<file path="src/rtl/fifo_push_arbiter_pkg.sv">
// Shared types, constants and helpers for the FIFO push-side arbiter.
package fifo_push_arbiter_pkg;

   typedef enum logic [1:0] {
      IDLE   = 2'd0,
      LOCKED = 2'd1,
      FLUSH  = 2'd2
   } arb_state_e;

   localparam int STAT_W = 16;

   // Round-robin successor of idx among n requesters; always 0 when n is 1.
   function automatic int unsigned rr_next(input int unsigned idx, input int unsigned n);
      return (idx + 1 >= n) ? 0 : idx + 1;
   endfunction

endpackage

</file>
<file path="src/rtl/fifo_arb_rr_pick.sv">
// Combinational round-robin search: first set request at or after ptr_i, wrapping.
module fifo_arb_rr_pick #(
   parameter int NUM_REQ = 4,
   parameter int IDX_W   = 2
) (
   input  logic [NUM_REQ-1:0] req_i,
   input  logic [IDX_W-1:0]   ptr_i,
   output logic               found_o,
   output logic [IDX_W-1:0]   idx_o
);

   logic [2*NUM_REQ-1:0] dbl;
   logic [2*NUM_REQ-1:0] masked;
   int                   pos;

   // The doubled vector turns the wrap-around search into a plain lowest-bit search.
   always_comb begin
      dbl    = {req_i, req_i};
      masked = '0;
      for (int i = 0; i < 2*NUM_REQ; i++) begin
         if (i >= int'(ptr_i)) masked[i] = dbl[i];
      end

      found_o = 1'b0;
      pos     = 0;
      for (int i = 2*NUM_REQ-1; i >= 0; i--) begin
         if (masked[i]) begin
            found_o = 1'b1;
            pos     = i;
         end
      end

      idx_o = IDX_W'((pos >= NUM_REQ) ? pos - NUM_REQ : pos);
   end

endmodule

</file>
<file path="src/rtl/fifo_push_arbiter.sv">
// Round-robin, burst-locking arbiter sharing one FIFO push port; sequences flushes between bursts.
// Define FIFO_PUSH_ARB_STATS_EN to add per-requester saturating beat counters (stat_beats_o).
module fifo_push_arbiter
   import fifo_push_arbiter_pkg::*;
#(
   parameter  int NUM_REQ    = 4,
   parameter  int DATA_WIDTH = 32,
   localparam int IDX_W      = (NUM_REQ > 1) ? $clog2(NUM_REQ) : 1
) (
   input  logic                          clk_i,
   input  logic                          rst_i,
   input  logic [NUM_REQ-1:0]            req_valid_i,
   input  logic [NUM_REQ*DATA_WIDTH-1:0] req_data_i,
   input  logic [NUM_REQ-1:0]            req_last_i,
   output logic [NUM_REQ-1:0]            req_ready_o,
   input  logic                          fifo_full_i,
   output logic                          fifo_push_o,
   output logic [DATA_WIDTH-1:0]         fifo_data_o,
   output logic                          fifo_flush_o,
   input  logic                          flush_req_i,
   output logic                          flush_done_o,
   output logic                          grant_valid_o,
   output logic [IDX_W-1:0]              grant_idx_o
`ifdef FIFO_PUSH_ARB_STATS_EN
   ,
   output logic [NUM_REQ*STAT_W-1:0]     stat_beats_o
`endif
);

   arb_state_e             state_q, state_d;
   logic [IDX_W-1:0]       rr_ptr_q, rr_ptr_d;
   logic [IDX_W-1:0]       lock_idx_q, lock_idx_d;
   logic                   flush_pend_q, flush_pend_d;

   logic                   pick_found;
   logic [IDX_W-1:0]       pick_idx;
   logic                   grant_valid;
   logic [IDX_W-1:0]       grant_idx;
   logic                   beat_valid;
   logic                   beat_last;
   logic [DATA_WIDTH-1:0]  beat_data;
   logic                   push;

   fifo_arb_rr_pick #(
      .NUM_REQ (NUM_REQ),
      .IDX_W   (IDX_W)
   ) u_rr_pick (
      .req_i   (req_valid_i),
      .ptr_i   (rr_ptr_q),
      .found_o (pick_found),
      .idx_o   (pick_idx)
   );

   // NOTE: every combinational output gets a default before any branch, so no latches are inferred.
   always_comb begin
      grant_valid = 1'b0;
      grant_idx   = '0;
      case (state_q)
         IDLE: begin
            if (!flush_pend_q && pick_found) begin
               grant_valid = 1'b1;
               grant_idx   = pick_idx;
            end
         end
         LOCKED: begin
            grant_valid = 1'b1;
            grant_idx   = lock_idx_q;
         end
         default: ;
      endcase

      beat_valid  = 1'b0;
      beat_last   = 1'b0;
      beat_data   = '0;
      req_ready_o = '0;
      for (int k = 0; k < NUM_REQ; k++) begin
         if (IDX_W'(k) == grant_idx) begin
            beat_valid     = req_valid_i[k];
            beat_last      = req_last_i[k];
            beat_data      = req_data_i[k*DATA_WIDTH +: DATA_WIDTH];
            req_ready_o[k] = grant_valid & ~fifo_full_i;
         end
      end

      push          = grant_valid & beat_valid & ~fifo_full_i;
      fifo_push_o   = push;
      fifo_data_o   = grant_valid ? beat_data : '0;
      fifo_flush_o  = (state_q == FLUSH);
      flush_done_o  = (state_q == FLUSH);
      grant_valid_o = grant_valid;
      grant_idx_o   = grant_idx;
   end

   always_comb begin
      state_d      = state_q;
      rr_ptr_d     = rr_ptr_q;
      lock_idx_d   = lock_idx_q;
      flush_pend_d = flush_pend_q | flush_req_i;
      case (state_q)
         IDLE: begin
            if (flush_pend_q) begin
               state_d = FLUSH;
            end else if (push) begin
               if (beat_last) begin
                  rr_ptr_d = IDX_W'(rr_next(32'(grant_idx), NUM_REQ));
               end else begin
                  state_d    = LOCKED;
                  lock_idx_d = grant_idx;
               end
            end
         end
         LOCKED: begin
            if (push && beat_last) begin
               state_d  = IDLE;
               rr_ptr_d = IDX_W'(rr_next(32'(lock_idx_q), NUM_REQ));
            end
         end
         FLUSH: begin
            // A request still held high re-arms the flush for the next idle cycle.
            state_d      = IDLE;
            rr_ptr_d     = '0;
            flush_pend_d = flush_req_i;
         end
         default: state_d = IDLE;
      endcase
   end

   // NOTE: sequential state uses non-blocking assignments; reset is synchronous and active-high here.
   always_ff @(posedge clk_i) begin
      if (rst_i) begin
         state_q      <= IDLE;
         rr_ptr_q     <= '0;
         lock_idx_q   <= '0;
         flush_pend_q <= 1'b0;
      end else begin
         state_q      <= state_d;
         rr_ptr_q     <= rr_ptr_d;
         lock_idx_q   <= lock_idx_d;
         flush_pend_q <= flush_pend_d;
      end
   end

`ifdef FIFO_PUSH_ARB_STATS_EN
   logic [STAT_W-1:0] stat_q [NUM_REQ];
   logic [STAT_W-1:0] stat_d [NUM_REQ];

   always_comb begin
      stat_beats_o = '0;
      for (int k = 0; k < NUM_REQ; k++) begin
         stat_d[k] = stat_q[k];
         if (state_q == FLUSH) begin
            stat_d[k] = '0;
         end else if (push && (grant_idx == IDX_W'(k)) && (stat_q[k] != '1)) begin
            stat_d[k] = stat_q[k] + STAT_W'(1);
         end
         stat_beats_o[k*STAT_W +: STAT_W] = stat_q[k];
      end
   end

   always_ff @(posedge clk_i) begin
      for (int k = 0; k < NUM_REQ; k++) begin
         if (rst_i) stat_q[k] <= '0;
         else       stat_q[k] <= stat_d[k];
      end
   end
`endif

endmodule

</file>
<file path="config.mk">
export PLATFORM = sky130hd
export DESIGN_NAME = fifo_push_arbiter
export DESIGN_NICKNAME = d
export VERILOG_FILES = /design/src/rtl/fifo_push_arbiter_pkg.sv /design/src/rtl/fifo_arb_rr_pick.sv /design/src/rtl/fifo_push_arbiter.sv
export SDC_FILE = /design/constraint.sdc
export NUM_CORES = 1
export LEC_CHECK = 0
export ABC_AREA = 1
export CAP_MARGIN = 5
export CORE_AREA = 10 10 92 94
export DETAILED_ROUTE_END_ITERATION = 8
export DIE_AREA = 0 0 102 104
export GPL_TIMING_DRIVEN = 0
export PLACE_DENSITY_LB_ADDON = 0.12
export SLEW_MARGIN = 20
export SYNTH_ARGS = -nofsm -noshare
export SYNTH_HDL_FRONTEND = slang
export SYNTH_SLANG_ARGS = --single-unit
</file>
<file path="constraint.sdc">
create_clock -name clk_i -period 2.8 [get_ports clk_i]
set_input_delay 0.56 -clock clk_i [delete_from_list [all_inputs] [get_ports clk_i]]
set_output_delay 0.56 -clock clk_i [all_outputs]
set_load 0.02 [all_outputs]
</file>
======== Word-level counts from Yosys, hierarchy flattened ========
Cells that the tools add are included.
storage, ports and cells
  register bits ........................... 7
  bits of input ports ..................... 140
  logic and storage cells ................. 92
cells by class
  $add $sub $neg .......................... 3
  $lt $le $gt $ge ......................... 6
  equal/unequal tests ..................... 11
  mux-type cells .......................... 52
  bitwise operators ....................... 7
  reductions and logical operators ........ 9
operators with widths
  cell                 count
  $mux 32              5
  $mux 1               24
  $mux 2               12
  $mux 3               7
  $ge 3x3->1 const B   3
  $ne 2x2->1 const B   4
  $pmux 2 s2           2
  $add 2x1->3 const B  2
  $ne 3x3->1 const B   2
  $pmux 2 s3           1
  $reduce_and 5->1     1
  $eq 2x2->1 const A   2
  $ge 1x2->1 const A   2
  $logic_not 2->1      2
  $reduce_and 4->1     1
  $and 1x1->1          3
  $not 1->1            3
  $reduce_and 3->1     1
  $reduce_bool 3->1    1
  $eq 1x2->1 const A   1
  $eq 2x1->1 const B   1
  $eq 2x2->1 const B   1
  $ge 2x2->1 const A   1
  $logic_and 1x1->1    2
  4 further kinds      4

======== Depth between registers and ports, before layout ========
Gate-level depths: netlist (run 1).
  depth after elaboration ................. 21
  mapped depth ............................ 23
  mapped depth without buffers ............ 22

======== Modules after synthesis ========
Synthesis (run 1) repeated with hierarchy kept, for this count alone.
unflattened totals
  cells, all modules ...................... 361
  area, all modules ....................... 1,863.0 um2
by module, submodules not included
  module             times used  cells an instance  area an instance (um2)  sequential area each (um2)
  fifo_push_arbiter  1           342                1,776.7                 140.1
  fifo_arb_rr_pick   1           19                 86.3                    0.0

======== Least setup slack after synthesis (run 1) ========
Ideal clock, no wire load.
  path kind ............................... register to output
  from .................................... reg state_q[0]
  to ...................................... out fifo_data_o[24]
  arrival time ............................ 2.948 ns
  data required time ...................... 2.240 ns
  path slack .............................. -0.708 ns
  stages on the path, launching flop included .. 18
  path through ............................ dfxtp_1 inv_1 ha_1 inv_1 nor2_4 nand2_2 nor2_1 inv_1 o22ai_1 inv_1 ha_1 buf_2 inv_2 clkbuf_1 nor2_1 o21ai_0 o21ai_0 a21oi_1
on the way
  word-level cells in the longest chain between the ends .. 8
ends and longest elaborated chain
  what                                                  RTL line                  text
  start, declared                                       fifo_push_arbiter.sv:30   arb_state_e state_q, state_d;
  start signal, assigned                                fifo_push_arbiter.sv:136  state_q <= state_d;
  $eq 2x1->1 / $logic_not 2->1 (equally long branches)  fifo_push_arbiter.sv:58   case (state_q)
  $pmux 2 s2 (*)                                        fifo_push_arbiter.sv:58
  named net grant_idx_o[1]                              fifo_push_arbiter.sv:23   output logic [IDX_W-1:0] grant_idx_o
  $logic_not 2->1                                       fifo_push_arbiter.sv:77   if (IDX_W'(k) == grant_idx) begin
  $mux 32 (3 in a row)                                  fifo_push_arbiter.sv:77
  $mux 32 (*)                                           fifo_push_arbiter.sv:77
  $mux 32 (*)                                           fifo_push_arbiter.sv:87   fifo_data_o = grant_valid ? beat_data : '0;
  end, declared                                         fifo_push_arbiter.sv:18   output logic [DATA_WIDTH-1:0] fifo_data_o,
The timed path passes the listed nets; every way through them passes the cells marked *.

======== Worst setup path in the final report (run 1) ========
  from .................................... reg state_q[0]
  to ...................................... out fifo_data_o[2]
on the way
  word-level cells in the longest chain between the ends .. 8
ends and longest elaborated chain
  what                                                  RTL line
  $eq 2x1->1 / $logic_not 2->1 (equally long branches)  fifo_push_arbiter.sv:58
  $pmux 2 s2                                            fifo_push_arbiter.sv:58
  $logic_not 2->1                                       fifo_push_arbiter.sv:77
  $mux 32 (4 in a row)                                  fifo_push_arbiter.sv:77
  $mux 32 (*)                                           fifo_push_arbiter.sv:87
Every way passes the cells marked *; elsewhere a longest branch is shown, timed or not.

==> results of run 1 <==
[what timing repair did]
item	in CTS	in global routing
setup buffers	22	3
endpoints found under the setup margin	46	38
gates cloned	3	1
pin swaps	35	41
gates resized for setup	323	58
[power by group through the flow]
| stage | clock [mW] | sequential (mW) | combinational (mW) |
|---|---|---|---|
| floorplan | 0 | 0.118 | 0.790 |
| global placement | 0 | 0.120 | 1.38 |
| detailed placement | 0 | 0.120 | 1.40 |
| CTS | 0.143 | 0.119 | 1.59 |
| global route | 0.147 | 0.120 | 1.81 |
| finish | 0.138 | 0.119 | 1.69 |
[logic make-up (layout without fill, tap and decap cells)]
kind of cell / Yosys count / in the layout
AO/OA/AOI/OAI: 174 / 174
flip-flops: 7 / 7
AND/OR/NAND/NOR: 101 / 101
adder cells (fa/ha/maj): 8 / 8
buffers and inverters: 53 / 266
[worst max-delay path by stage]
stage                            endpoint  slack, ns                    start
after floorplan           fifo_data_o[10]      -0.09           req_valid_i[0]
after global placement     fifo_data_o[2]      -1.43           req_valid_i[0]
after detailed placement  fifo_data_o[10]      -1.49           req_valid_i[0]
after CTS                  fifo_data_o[3]      -0.22  state_q[0]$_SDFFE_PP0P_
after global routing       fifo_data_o[5]      -0.39  state_q[0]$_SDFFE_PP0P_
final                      fifo_data_o[2]      -0.28  state_q[0]$_SDFFE_PP0P_
[registers in the layout (all words and copies together) (netlist names)]
name / flops
lock_idx_q: 2
rr_ptr_q: 2
flush_pend_q: 1
state_q: 2
[final cells by class]
type / instances / area, um^2 / area share, %
plain buffers: 28 / 332 / 7.28
clock buffers: 4 / 45.0 / 0.989
inverters: 24 / 118 / 2.58
multi-input cells: 283 / 1760 / 38.7
flip-flops and latches: 7 / 145 / 3.19
well taps: 80 / 100 / 2.20
repair buffers: 209 / 2050 / 44.9
repair inverters: 1 / 6.26 / 0.137
[cells in the final DEF (no fill, tap or decap), drive strengths merged]
master	instances
a21oi	73
buf	72
clkbuf	27
clkdlybuf4s15	2
clkdlybuf4s50	138
dfxtp	7
dlymetal6s2s	2
ha	8
inv	25
nand2	40
nand3	10
nand4	1
nor2	49
o21ai	100
o22ai	1
or2	1
[critical path, stage by stage (launching register included)]
cell,delay [ns]
dfxtp_4,0.36
inv_4,0.06
ha_4,0.14
inv_4,0.04
nor2_4,0.09
nand2_2,0.08
nor2_4,0.13
inv_2,0.05
o22ai_4,0.15
inv_2,0.08
ha_4,0.17
buf_12,0.14
inv_12,0.08
clkbuf_16,0.15
nor2_2,0.03
o21ai_1,0.12
o21ai_1,0.10
a21oi_2,0.17
buf_6,0.14
[metrics by stage]
step	TNS, ns	utilization (%)
2_1_floorplan	-1.95	-
3_3_place_gp	-50.43	58.5
3_5_place_dp	-52.34	58.5
4_1_cts	-5.62	65.3
5_1_grt	-11.91	68.2
6_report	-7.47	68.2
[per-layer routing]
| metal | wire length, um | vias to the layer above |
|---|---|---|
| met5 | 0 | - |
| met4 | 175 | 0 |
| met3 | 1130 | 12 |
| met2 | 5750 | 123 |
| met1 | 4880 | 1442 |
| li1 | - | 1603 |
==> impl_metrics.csv, run 1 <==
group,metric,value,unit
placement,placed_area,3910,um^2
layout,drive_gt1_share,34.7,%
placement,port_buffers,181,
route,drt_iter0_markers,159,
route,drt_wl_total,11.9,mm
grt,use_met2,36.1,%
grt,grt_pass1_vias,3154,
timing,hold_violations,0,
worst_hold_path,whs_path_depth,2,
layout,diodes,0,
route,first_pass_iters,4,
layout,nets,705,
synth,synth_common_cells,"a21oi_1 (73), o21ai_0 (69), nor2_1 (47)",
pwr,p_per_area,428,nW/um^2
grt,grt_use_total,20.6,%
worst_setup_path,critical_path_required,2.24,ns
route,vias_per_cell,5.00,
grt,antenna_found_initial,0,
clock_tree,cts_tree,"yes",
grt,use_met1,23.4,%
pwr,p_clk_share,7.1,%
synth,netlist_area,1760,um^2
clock_tree,cts_buffers,3,
floorplan,fp.dieW,102,um
synth,ys_warn_count,0,
worst_setup_path,r2r-end,"state_q[1]$_SDFFE_PP0P_",
grt,grt_pass1_wl,17.8,mm
synth,synth_top_area_cell,"a21oi_1",
worst_setup_path,cp.arrival,2.52,ns
clock_tree,cts_max_path_buffers,2,
route,drc_errors,0,
timing,setup_viol,34,
timing,clock-skew-final,0.000329,ns
clock_tree,cts_hold_buf,0,
worst_setup_path,rr_startpoint,"state_q[0]$_SDFFE_PP0P_",
status,status,"finished with violations",
synth,syn-num-nets,491,
synth,synth_top_area_share,20.7,%
timing,fin_crit_sh,110,%
grt,grt_max_degree,11,
placement,dp_cells,604,
clock_tree,clk_latency,0.22,ns
placement,place.gp.congestion,0.897,
pwr,total_power,1.95,mW
timing,tightest_slew,0.396,ns
grt,use_met3,6.58,%
synth,synth-simple-area-share,25.2,%
synth,synth_cell_types,21,
pwr,p_sw,896,uW
synth,synth-edff-count,0,
worst_setup_path,crit_fanout,6,
timing,holdWs,0.500,ns
floorplan,die_area,10600,um^2
clock_tree,clock-sinks,7,
floorplan,start_util,26.4,%
pwr,power_leakage,1.88,nW
layout,area_delta_synth_final,158,%
layout,instances_no_fill,636,
floorplan,fp.dieH,104,um
placement,preCtsSetupSlack,-1.49,ns
timing,rsz0062_at_grt,"yes",
timing,max_slew_margin,73.6,%
layout,fillers,565,
clock_tree,htreeDepth,1,
grt,top_usage_layer,"met2",
worst_hold_path,hold_path.class,"reg2reg",
grt,grt-ovfl-total,0,
synth,synthAdderAreaFrac,5.67,%
clock_tree,clkTransAtPathRegs,0.04,ns
worst_setup_path,critical_path_class,"reg2out",
floorplan,core_area,6680,um^2
layout,finish.instance_area,4550,um^2
pwr,comb_power_share,86.8,%
worst_hold_path,min_to,"lock_idx_q[0]$_SDFFE_PP0P_",
run,cap_violations,0,
placement,hpwlAfterDp,9.39,mm
timing,setup_slack,-0.282,ns
pwr,p_seq_share,6.1,%
synth,ys_seq_area_share,7.94,%
route,via_count,3180,
worst_setup_path,crit_path_start_kind,"flip-flop",
synth,synth_area_leaders,"a21oi_1 (21%), o21ai_0 (20%), nor2_1 (10%), o21ai_1 (8.8%), dfxtp_1 (7.9%)",
pwr,ir_drop,0.319,mV
pwr,p_sw_share,46.0,%
worst_setup_path,reg2reg_depth,22,
synth,syn_avg_cell_area,5.14,um^2
synth,muxShareOfSynthArea,0,%
timing,layout_min_cycle_time,3.08,ns
synth,yosysMostFrequentCell,"a21oi_1",
route,ant_nets,0,
floorplan,placementRows,30,
synth,syn_inst,343,
synth,synth_xor_area_share,0,%
timing,max_freq,0.324,GHz
synth,synth_top_family_by_area,"compound AO/OA/AOI/OAI gates",
synth,async_flop_share,0,%
timing,drv_slew,0,
synth,synth_compound_area_share,49.4,%
synth,synthFlopType,"dfxtp_1",
worst_setup_path,cp-end-kind,"output port",
clock_tree,cts_root_buffer,"clkbuf_8",
status,violations,"negative setup slack",
worst_setup_path,rrSetupSlack,0.23,ns
floorplan,design.portCount,182,
synth,ys_ff_latch,7,
route,post_drt_wl_per_cell,18.8,um
worst_hold_path,hold_path.startpoint,"lock_idx_q[0]$_SDFFE_PP0P_",
pwr,p_int,1.05,mW
(Power assumes the default switching activity.)
==> run 2, diff against run 1 <==
--- a/config.mk
+++ b/config.mk
@@ -7,9 +7,9 @@
 export LEC_CHECK = 0
 export ABC_AREA = 1
 export CAP_MARGIN = 5
-export CORE_AREA = 10 10 92 94
+export CORE_AREA = 10 10 78 113
 export DETAILED_ROUTE_END_ITERATION = 8
-export DIE_AREA = 0 0 102 104
+export DIE_AREA = 0 0 88 123
 export GPL_TIMING_DRIVEN = 0
 export PLACE_DENSITY_LB_ADDON = 0.12
 export SLEW_MARGIN = 20
==> constraint.sdc (replaced) <==
create_clock -name clk_i -period 2.5 [get_ports clk_i]
set_input_delay 0.5 -clock clk_i [delete_from_list [all_inputs] [get_ports clk_i]]
set_output_delay 0.5 -clock clk_i [all_outputs]
set_load 0.02 [all_outputs]
==> impl_metrics.csv, run 2 (synthesized netlist as in run 1, its figures left out) <==
group,metric,value,unit
timing,hold_violations,0,
worst_setup_path,cp-end-kind,"output port",
route,first_pass_iters,4,
grt,grt-ovfl-total,0,
placement,placed_area,3920,um^2
route,via_count,3393,
worst_setup_path,critical_path_class,"reg2out",
route,drc_errors,0,
pwr,total_power,2.60,mW
pwr,ir_drop,0.380,mV
worst_hold_path,hold_path.class,"reg2reg",
timing,tightest_slew,0.354,ns
clock_tree,clock-sinks,7,
layout,instances_no_fill,650,
status,violations,"negative setup slack",
pwr,power_leakage,2.13,nW
grt,grt_pass1_vias,3493,
route,drt_wl_total,13.5,mm
layout,drive_gt1_share,47.8,%
clock_tree,cts_hold_buf,0,
clock_tree,cts_buffers,3,
layout,finish.instance_area,5310,um^2
grt,grt_use_total,21.7,%
clock_tree,cts_max_path_buffers,2,
status,status,"finished with violations",
pwr,p_per_area,490,nW/um^2
grt,grt_pass1_wl,18.7,mm
placement,place.gp.congestion,0.876,
clock_tree,clk_latency,0.24,ns
layout,area_delta_synth_final,201,%
route,drt_iter0_markers,104,
clock_tree,cts_tree,"yes",
placement,port_buffers,181,
timing,clock-skew-final,0.00706,ns
floorplan,start_util,25.9,%
route,post_drt_wl_per_cell,20.7,um
layout,nets,720,
layout,utilization,78.0,%
timing,layout_min_cycle_time,3.05,ns
timing,max_slew_margin,76.4,%
layout,final_cell_mix,"clkdlybuf4s50_1 (137), o21ai_1 (64), a21oi_2 (47), buf_6 (39), buf_4 (30)",
timing,setup_slack,-0.552,ns
worst_setup_path,crit_path_start_kind,"flip-flop",
clock_tree,htreeDepth,1,
timing,max_freq,0.328,GHz
route,vias_per_cell,5.22,
worst_setup_path,crit_fanout,5,
clock_tree,clkTransAtPathRegs,0.05,ns
layout,reg_top3,"lock_idx_q x2, rr_ptr_q x2, state_q x2",
placement,dp_cells,602,
placement,preCtsSetupSlack,-1.62,ns
clock_tree,cts_root_buffer,"clkbuf_8",
timing,setup_viol,43,
floorplan,placementRows,37,
route,ant_nets,0,
layout,final_common_cell,"clkdlybuf4s50_1",
floorplan,fp.dieH,123,um
worst_setup_path,cp.arrival,2.55,ns
timing,drv_slew,0,
grt,grt_max_degree,11,
timing,fin_crit_sh,122,%
timing,rsz0062_at_grt,"yes",
grt,antenna_found_initial,1,
run,cap_violations,0,
floorplan,design.portCount,182,
floorplan,core_area,6810,um^2
floorplan,fp.dieW,88,um
placement,hpwlAfterDp,9.20,mm
worst_setup_path,critical_path_required,2.00,ns
floorplan,die_area,10800,um^2
run 2: worst max-delay path, cell delays in order (launching register included):
cell	delay, ns
dfxtp_4	0.36
inv_4	0.06
ha_4	0.13
inv_4	0.04
nor2_4	0.11
nand2_2	0.10
nor2_4	0.13
inv_2	0.05
o22ai_4	0.14
inv_2	0.09
ha_4	0.20
inv_8	0.08
buf_12	0.11
clkbuf_16	0.14
nor2_2	0.03
o21ai_1	0.16
o21ai_1	0.10
a21oi_2	0.14
buf_6	0.13
run 2: layout make-up:
class | count | area, um^2
antenna | 1 | 2.50
buffer | 27 | 418
clock buffer | 4 | 45.0
fill | 460 | 1500
inverter | 24 | 120
multi-input combinational | 283 | 2140
sequential | 7 | 145
tap | 78 | 97.6
timing repair buffer | 225 | 2330
timing repair inverter | 1 | 6.26
run 2: final timing paths:
path / endpoint / slack [ns] / depth (start not counted) / from
setup / recovery: fifo_data_o[8] / -0.55 / 18 / state_q[0]$_SDFFE_PP0P_
hold / removal: lock_idx_q[0]$_SDFFE_PP0P_ / 0.48 / 2 / lock_idx_q[0]$_SDFFE_PP0P_
setup reg to reg: state_q[0]$_SDFFE_PP0P_ / -0.16 / 24 / state_q[0]$_SDFFE_PP0P_
hold reg to reg: lock_idx_q[0]$_SDFFE_PP0P_ / 0.48 / 2 / lock_idx_q[0]$_SDFFE_PP0P_
run 2: power by group:
part	internal (mW)	total [mW]	switching, mW
Combinational	1.17	2.30	1.13
Clock	0.111	0.171	0.0595
Sequential	0.123	0.136	0.0131
Total	1.40	2.60	1.20
run 2: repair_timing:
item | CTS | global route
gates resized for setup | 390 | 131
pin swaps | 47 | 65
cloned | 9 | 2
setup endpoints to repair | 46 | 45
buffers inserted | 23 | 13
run 2: metrics by stage:
| step | setup TNS [ns] | hold slack (ns) |
|---|---|---|
| 2_1_floorplan | -9.42 | 0.449 |
| 3_3_place_gp | -57.60 | 0.471 |
| 3_5_place_dp | -58.78 | 0.481 |
| 4_1_cts | -14.78 | 0.488 |
| 5_1_grt | -22.73 | 0.525 |
| 6_report | -17.79 | 0.485 |
run 2: metal layers:
metal | routed length [um] | part of all wire (%) | global-route usage, %
met5 | 0 | 0 | 0
met4 | 685 | 5.1 | 9.50
met3 | 989 | 7.3 | 4.81
met2 | 7070 | 52 | 40.8
met1 | 4720 | 35 | 21.9
==> run 3, diff against run 2 <==
--- a/config.mk
+++ b/config.mk
@@ -7,10 +7,11 @@
 export LEC_CHECK = 0
 export ABC_AREA = 1
 export CAP_MARGIN = 5
-export CORE_AREA = 10 10 78 113
+export CORE_AREA = 10 10 74 107
 export DETAILED_ROUTE_END_ITERATION = 8
-export DIE_AREA = 0 0 88 123
+export DIE_AREA = 0 0 84 117
 export GPL_TIMING_DRIVEN = 0
+export HOLD_SLACK_MARGIN = 0.05
 export PLACE_DENSITY_LB_ADDON = 0.12
 export SLEW_MARGIN = 20
 export SYNTH_ARGS = -nofsm -noshare
==> constraint.sdc (replaced) <==
create_clock -name clk_i -period 3.2 [get_ports clk_i]
set_input_delay 0.64 -clock clk_i [delete_from_list [all_inputs] [get_ports clk_i]]
set_output_delay 0.64 -clock clk_i [all_outputs]
set_load 0.02 [all_outputs]
==> impl_metrics.csv, run 3 (synthesized netlist as in run 1, its figures left out) <==
group,metric,value,unit
status,status,"finished, final reports clean",
route,vias_per_cell,5.28,
clock_tree,cts_hold_buf,0,
route,drt_iter0_markers,225,
floorplan,fp.dieH,117,um
timing,fin_crit_sh,99.3,%
floorplan,design.portCount,182,
clock_tree,clkTransAtPathRegs,0.04,ns
timing,max_freq,0.315,GHz
worst_setup_path,cp.arrival,2.54,ns
layout,nets,696,
clock_tree,htreeDepth,1,
grt,use_met3,4.43,%
worst_setup_path,critical_path_required,2.56,ns
run,cap_violations,0,
route,drt_wl_total,11.7,mm
layout,reg_top3,"lock_idx_q x2, rr_ptr_q x2, state_q x2",
clock_tree,cts_root_buffer,"clkbuf_8",
grt,grt_pass1_vias,3108,
layout,drive_gt1_share,33.3,%
route,ant_nets,0,
route,drc_errors,0,
placement,hpwlAfterDp,9.10,mm
timing,max_slew_margin,69.6,%
worst_setup_path,crit_fanout,10,
clock_tree,cts_tree,"yes",
timing,setup_viol,0,
layout,utilization,73.3,%
worst_setup_path,critical_path_class,"reg2out",
timing,drv_slew,0,
layout,final_common_cell,"clkdlybuf4s50_1",
grt,grt-ovfl-total,0,
route,first_pass_iters,4,
layout,final_cell_mix,"clkdlybuf4s50_1 (140), o21ai_1 (86), a21oi_2 (48), nor2_1 (38), buf_6 (30)",
floorplan,start_util,29.2,%
timing,hold_violations,0,
clock_tree,clk_latency,0.23,ns
floorplan,core_area,6040,um^2
pwr,power_leakage,1.78,nW
layout,diodes,0,
route,post_drt_wl_per_cell,18.9,um
timing,rsz0062_at_grt,"yes",
floorplan,die_area,9830,um^2
grt,grt_pass1_wl,17.3,mm
timing,finalSetupTns,0,ns
placement,port_buffers,181,
layout,area_delta_synth_final,151,%
route,via_count,3278,
grt,grt_max_degree,11,
worst_hold_path,hold_path.class,"reg2reg",
worst_setup_path,cp-end-kind,"output port",
clock_tree,clock-sinks,7,
floorplan,fp.dieW,84,um
pwr,p_per_area,383,nW/um^2
grt,top_usage_layer,"met2",
floorplan,placementRows,35,
timing,holdWs,0.488,ns
grt,use_met1,24.1,%
pwr,ir_drop,0.297,mV
clock_tree,cts_max_path_buffers,2,
placement,place.gp.congestion,0.881,
timing,layout_min_cycle_time,3.18,ns
clock_tree,cts_buffers,3,
timing,tightest_slew,0.456,ns
grt,grt_use_total,21.4,%
grt,antenna_found_initial,0,
timing,clock-skew-final,0.00147,ns
grt,use_met2,39.8,%
worst_setup_path,crit_path_start_kind,"flip-flop",
[run 3: cell types whose count changed in the layout (fill, tap and decap cells not counted), moves of 9 or more]
cell / previous run / this run
buf_6: 39 / 30
nor2_4: 19 / 6
o21ai_2: 28 / 3
o21ai_1: 64 / 86
clkbuf_16: 14 / 4
nor2_1: 19 / 38
nand2_1: 19 / 28
[run 3: final timing paths]
path / slack, ns / start / to / cells after the start
worst max-delay path: 0.02 / state_q[1]$_SDFFE_PP0P_ / fifo_data_o[2] / 17
worst min-delay path: 0.49 / lock_idx_q[0]$_SDFFE_PP0P_ / lock_idx_q[0]$_SDFFE_PP0P_ / 2
worst max register to register: 0.60 / state_q[1]$_SDFFE_PP0P_ / state_q[1]$_SDFFE_PP0P_ / 21
worst min register to register: 0.49 / lock_idx_q[0]$_SDFFE_PP0P_ / lock_idx_q[0]$_SDFFE_PP0P_ / 2
[run 3: power breakdown]
part / total [mW] / switching [mW] / internal [mW]
Clock: 0.129 / 0.0445 / 0.0847
Sequential: 0.104 / 0.00838 / 0.0958
Combinational: 1.47 / 0.738 / 0.727
Total: 1.70 / 0.791 / 0.907
[run 3: area by class of cell]
class | instances | area (um^2)
Buffer | 28 | 283
Clock buffer | 3 | 41.3
Clock inverter | 1 | 5.00
Fill cell | 505 | 1610
Inverter | 24 | 113
Multi-Input combinational cell | 283 | 1760
Sequential cell | 7 | 145
Tap cell | 74 | 92.6
Timing Repair Buffer | 200 | 1980
Timing Repair inverter | 1 | 6.26
[run 3: metal layers]
metal | vias to the layer above | share of wire (%)
met1 | 1527 | 37
met3 | 20 | 7.1
met5 | - | 0
met2 | 149 | 54
met4 | 0 | 2.5
li1 | 1582 | -
[run 3: worst max-delay path, stage by stage, from the launching register on]
cell and delay (ns):
dfxtp_2 0.33, inv_4 0.08, ha_4 0.16, inv_4 0.06
nand2_2 0.09, nand2_2 0.08, nor2_4 0.13, inv_2 0.06
o22ai_4 0.17, inv_2 0.10, ha_4 0.18, buf_6 0.14
buf_8 0.14, a21oi_1 0.15, o21ai_1 0.09, o21ai_1 0.11
a21oi_2 0.07, buf_4 0.16
[run 3: repair_timing]
| item | in CTS | in global routing |
|---|---|---|
| pin swaps | 24 | 29 |
| gates resized for setup | 340 | 66 |
| cloned | 3 | 3 |
| endpoints found under the setup margin | 39 | 36 |
| buffers inserted | 11 | 3 |
[run 3: per-stage QoR]
step	total power [mW]	worst slack, ns	area, um^2	cells
2_1_floorplan	0.755	0.0264	1900	343
3_3_place_gp	1.26	-1.38	3810	598
3_5_place_dp	1.28	-1.42	3810	598
4_1_cts	1.58	-0.0202	4210	616
5_1_grt	1.82	-0.115	4430	621
6_report	1.70	0.0212	4430	621
